==> src/rtl/mem_arbiter.sv <==
// Round-robin arbiter sharing one memory port between fetch reads and execute loads/posted stores.
// Latency: grant one cycle after request in IDLE; fin combinational with m_ack (2 cycles min).
// Backpressure: requests wait while any access is in flight; a buffered store goes before any new grant.
module mem_arbiter #(
    parameter int XLEN           = 32,
    parameter int READ_ADDR_SIZE = 32
) (
    input  logic                      clk,
    input  logic                      rst,
    // fetch stage
    input  logic                      f_readEn,
    input  logic [READ_ADDR_SIZE-1:0] f_readAddr,
    output logic                      f_readFin,
    output logic [XLEN-1:0]           f_readData,
    // execute stage
    input  logic                      e_readEn,
    input  logic [READ_ADDR_SIZE-1:0] e_readAddr,
    output logic                      e_readFin,
    output logic [XLEN-1:0]           e_readData,
    input  logic                      e_writeEn,
    input  logic [READ_ADDR_SIZE-1:0] e_writeAddr,
    input  logic [XLEN-1:0]           e_writeData,
    // memory port
    output logic                      m_req,
    output logic                      m_we,
    output logic [READ_ADDR_SIZE-1:0] m_addr,
    output logic [XLEN-1:0]           m_wdata,
    input  logic                      m_ack,
    input  logic [XLEN-1:0]           m_rdata
);

    typedef enum logic [3:0] {
        IDLE = 4'b0001,
        F_RD = 4'b0010,
        E_RD = 4'b0100,
        E_WR = 4'b1000
    } state_t;

    state_t                    state;
    state_t                    next_state;
    logic [READ_ADDR_SIZE-1:0] addr_q;
    logic                      wb_valid;
    logic [READ_ADDR_SIZE-1:0] wb_addr;
    logic [XLEN-1:0]           wb_data;
    logic                      last_grant;   // 0 = fetch, 1 = execute

    logic                      grant_f;
    logic                      grant_e;
    logic                      wb_load;
    logic                      wb_clr;
    logic                      lg_fetch;
    logic                      lg_exec;

    // State register and datapath registers; reset abandons any in-flight access.
    always_ff @(posedge clk or posedge rst) begin
        if (rst) begin
            state      <= IDLE;
            addr_q     <= '0;
            wb_valid   <= 1'b0;
            wb_addr    <= '0;
            wb_data    <= '0;
            last_grant <= 1'b1;          // fetch wins the first tie
        end else begin
            state <= next_state;
            if (grant_f)
                addr_q <= f_readAddr;
            else if (grant_e)
                addr_q <= e_readAddr;
            if (lg_fetch)
                last_grant <= 1'b0;
            else if (lg_exec)
                last_grant <= 1'b1;
            if (wb_load) begin
                wb_valid <= 1'b1;
                wb_addr  <= e_writeAddr;
                wb_data  <= e_writeData;
            end else if (wb_clr) begin
                wb_valid <= 1'b0;
            end
        end
    end

    // Next-state, grant decision and memory/requester outputs.
    always_comb begin
        next_state = state;
        grant_f    = 1'b0;
        grant_e    = 1'b0;
        wb_load    = 1'b0;
        wb_clr     = 1'b0;
        lg_fetch   = 1'b0;
        lg_exec    = 1'b0;
        m_req      = 1'b0;
        m_we       = 1'b0;
        m_addr     = '0;
        m_wdata    = '0;
        f_readFin  = 1'b0;
        f_readData = '0;
        e_readFin  = 1'b0;
        e_readData = '0;

        case (state)
            IDLE: begin
                // A posted store always drains before anyone else is granted.
                if (wb_valid) begin
                    next_state = E_WR;
                end else if (f_readEn && e_readEn) begin
                    if (last_grant) begin
                        grant_f    = 1'b1;
                        next_state = F_RD;
                    end else begin
                        grant_e    = 1'b1;
                        next_state = E_RD;
                    end
                end else if (f_readEn) begin
                    grant_f    = 1'b1;
                    next_state = F_RD;
                end else if (e_readEn) begin
                    grant_e    = 1'b1;
                    next_state = E_RD;
                end
            end

            F_RD: begin
                m_req      = 1'b1;
                m_addr     = addr_q;
                f_readData = m_rdata;
                if (m_ack) begin
                    // A withdrawn requester gets no pulse; the access still completes.
                    f_readFin  = f_readEn;
                    lg_fetch   = 1'b1;
                    next_state = IDLE;
                end
            end

            E_RD: begin
                m_req      = 1'b1;
                m_addr     = addr_q;
                e_readData = m_rdata;
                if (m_ack) begin
                    e_readFin = e_readEn;
                    lg_exec   = 1'b1;
                    // Store data is only taken in the fin cycle; goes straight to write with no IDLE gap.
                    if (e_readEn && e_writeEn) begin
                        wb_load    = 1'b1;
                        next_state = E_WR;
                    end else begin
                        next_state = IDLE;
                    end
                end
            end

            E_WR: begin
                m_req   = 1'b1;
                m_we    = 1'b1;
                m_addr  = wb_addr;
                m_wdata = wb_data;
                if (m_ack) begin
                    wb_clr     = 1'b1;
                    next_state = IDLE;
                end
            end

            default: begin
                next_state = IDLE;
            end
        endcase
    end

endmodule

==> config.mk <==
export PLATFORM = sky130hd
export DESIGN_NAME = mem_arbiter
export DESIGN_NICKNAME = d
export VERILOG_FILES = /design/src/rtl/mem_arbiter.sv
export SDC_FILE = /design/constraint.sdc
export NUM_CORES = 1
export LEC_CHECK = 0
export ABC_AREA = 1
export BUFFER_PORTS_ARGS = -buffer_cell sky130_fd_sc_hd__buf_4
export CORE_AREA = 2 2 117 119
export DETAILED_ROUTE_END_ITERATION = 8
export DIE_AREA = 0 0 119 121
export PLACE_DENSITY = 0.75
export SLEW_MARGIN = 20
export SYNTH_ARGS = -nofsm -noshare
export SYNTH_HDL_FRONTEND = slang
export SYNTH_SLANG_ARGS = --single-unit
export TNS_END_PERCENT = 20
==> constraint.sdc <==
create_clock -name clk -period 3.7 [get_ports clk]
set_input_delay 0.37 -clock clk [delete_from_list [all_inputs] [get_ports clk]]
set_output_delay 0.37 -clock clk [all_outputs]
set_load 0.01 [all_outputs]
==> flow_metrics.tcl <==
set metrics [dict create \
    synth.largest_area_cell "dfrtp_1" \
    crit_required_ps 3330 \
    max_freq_mhz 349 \
    syn_inst 809 \
    gr-total-overflow 0 \
    worstMarginPinSlew_ps 779 \
    highest_layer "met4" \
    die_y_um 121 \
    die_x_um 119 \
    vias_per_cell 4.56 \
    start_util_pct 41.6 \
    cp_slowest_stage_delay_ps 570 \
    clock_path_buffers 2 \
    drv_cap 0 \
    clock_latency_ps 340 \
    tritoncts "built" \
    h-tree-depth 3 \
    synthFlopType "dfrtp_1" \
    final-max-slew-violation-count 0 \
    setup_viol_count_final 0 \
    nNetsFinal 1250 \
    hpwl_um 12800 \
    cts.repair_timing.setup_buffer_count 0 \
    grt_pass1_wl_um 27000 \
    synth_most_common_cell "nand2_1" \
    path_clk_slew_ps 70 \
    ys_ff_latch 102 \
    drc 0 \
    gp_congestion 0.856 \
    coreArea_um2 13100 \
    stdcell_count 1265 \
    synth_cell_types 20 \
    cp_slowest_cell "nand3_2" \
    io_buffers 297 \
    vias 5768 \
    die-area_um2 14400 \
    cts_hold_buffers 0 \
    synth_area_um2 5440 \
    synth_area_leaders "dfrtp_1 46%, nand2_1 16%, nor2_1 12%" \
    drtPass1Iterations 6 \
    synth_edf_count 0 \
    rrSetupSlack_ps 1330 \
    reg2reg_depth 6 \
    powerDensity_nw_per_um2 594 \
    regArea_um2 2550 \
    cts_buffers 9 \
    synth_warnings 0 \
    syn_area_per_cell_um2 6.73 \
    antenna_found_initial 0 \
    path_cells "nor2_2, nand3_2, nand2_1, buf_4, nand2_1, o21ai_0, buf_4" \
    period_share_pct 77.5 \
    root_buffer "clkbuf_16" \
    io_pins 298 \
    drt_iter0_markers 276 \
    critPathKind "flop to output port" \
    diodes 0 \
    fillers 1253 \
    multi_input_area_um2 2150 \
    drive_gt1_share_pct 30.6 \
    max-slew-margin-rel_pct 47.9 \
    rows 42 \
    cp.arrival_ps 2500 \
    wl_per_cell_um 13.7 \
    p_leak_uw 0.00482 \
    gr-usage-all-layers_pct 23.8 \
    rsz0062_at_grt "no" \
    r2r-end "wb_data[15]" \
    wl_met3_um 1070 \
    period_needed_ps 2870 \
    ant_nets 0 \
    grt_pass1_vias 5352 \
    yosys-top-cells-count "238 x nand2_1, 170 x nor2_1, 140 x inv_1, 100 x dfrtp_1, 52 x o21ai_0" \
    seq_area_frac_synth_pct 46.9 \
    peakVddDrop_mv 0.282 \
    cts_resized 0 \
    hold_viol 0 \
    dp.cells 1249 \
    async_reset_ff_share_pct 100 \
    grt_max_degree 65 \
    synth_top_area_share_pct 46.0 \
    setup.worst_path.start_class "flop" \
    end_kind "output port" \
    r2r_start "state[1]" \
    cts_sinks 102 \
    syn_to_final_growth_pct 48.7 \
    status "completed" \
    setup_tns_ps 0 \
    hold_class "input pin to asynchronous set/reset pin" \
    syn-num-nets 975 \
    crit_fanout 37 \
    wl_met1_um 7060 \
    wirelength_um 17300 \
    dr_wl_met2_um 8700 \
    skew_ps 8.26 \
]
[cell families (layout without fill, tap and decap cells)]
family          after synthesis  count (layout)  share of synthesized area (%)
simple gates                422             422                           29.8
buf+inv                     183             463                           13.7
compound gates              102             102                           9.54
flops                       102             102                           46.9
[worst max-delay path: cells and delay by family, from the launching register on]
kind | cells | cell delay [ps]
buffers and inverters | 2 | 540
DFF | 1 | 420
AOI/OAI and AO/OA | 1 | 100
and+or+nand+nor | 4 | 1060
[cell type report]
class / count / share of cell area (%)
flip-flops and latches: 102 / 31.6
multi-input cells: 524 / 26.6
inverters: 140 / 6.52
well taps: 176 / 2.72
clock inverters: 5 / 0.819
clock buffers: 11 / 3.00
repair buffers: 307 / 28.8
[sequential cells by signal, indices dropped and copies added (netlist names)]
name	cells
last_grant	1
wb_data	32
wb_addr	32
state	4
wb_valid	1
addr_q	32
[routing by layer]
| layer | track usage (%) | vias to the layer above |
|---|---|---|
| met5 | 0 | - |
| met4 | 9.67 | 0 |
| met3 | 4.70 | 29 |
| met2 | 41.6 | 227 |
| met1 | 28.7 | 2586 |
| li1 | - | 2926 |
[power by group]
part | internal [uW] | total, uW | switching [uW]
Combinational | 809 | 1980 | 1170
Sequential | 1630 | 1850 | 223
Clock | 552 | 983 | 431
[layout by cell type (no fill, tap or decap), types with 5 or more instances in the layout]
cell type,n
dfrtp_1,100
nand2_1,238
o21ai_1,45
nor2_1,170
nand3_1,5
inv_1,139
clkbuf_16,9
o21ai_0,52
buf_4,305
[how the worst max path moves through the flow]
stage	start	end	slack, ps	cells past startpoint
2_1_floorplan	rst	addr_q[0]	660	1
3_3_place_gp	state[1]	wb_data[12]	1300	6
3_5_place_dp	state[3]	m_addr[26]	1200	7
4_1_cts	state[3]	m_addr[26]	820	7
5_1_grt	state[3]	m_addr[24]	600	7
6_report	state[3]	m_addr[22]	830	7
[stage by stage]
stage	util, %	area (um^2)	setup slack (ps)	hold WS, ps	total power (uW)
CTS	61.8	8090	815	78.9	4870
global placement	59.5	7780	1300	456	3810
detailed placement	59.5	7780	1200	455	3860
finish	61.9	8090	831	67.5	4810
floorplan	-	5440	658	449	3020
global route	61.9	8090	602	106	5190
Power figures use the tool's default switching activity.
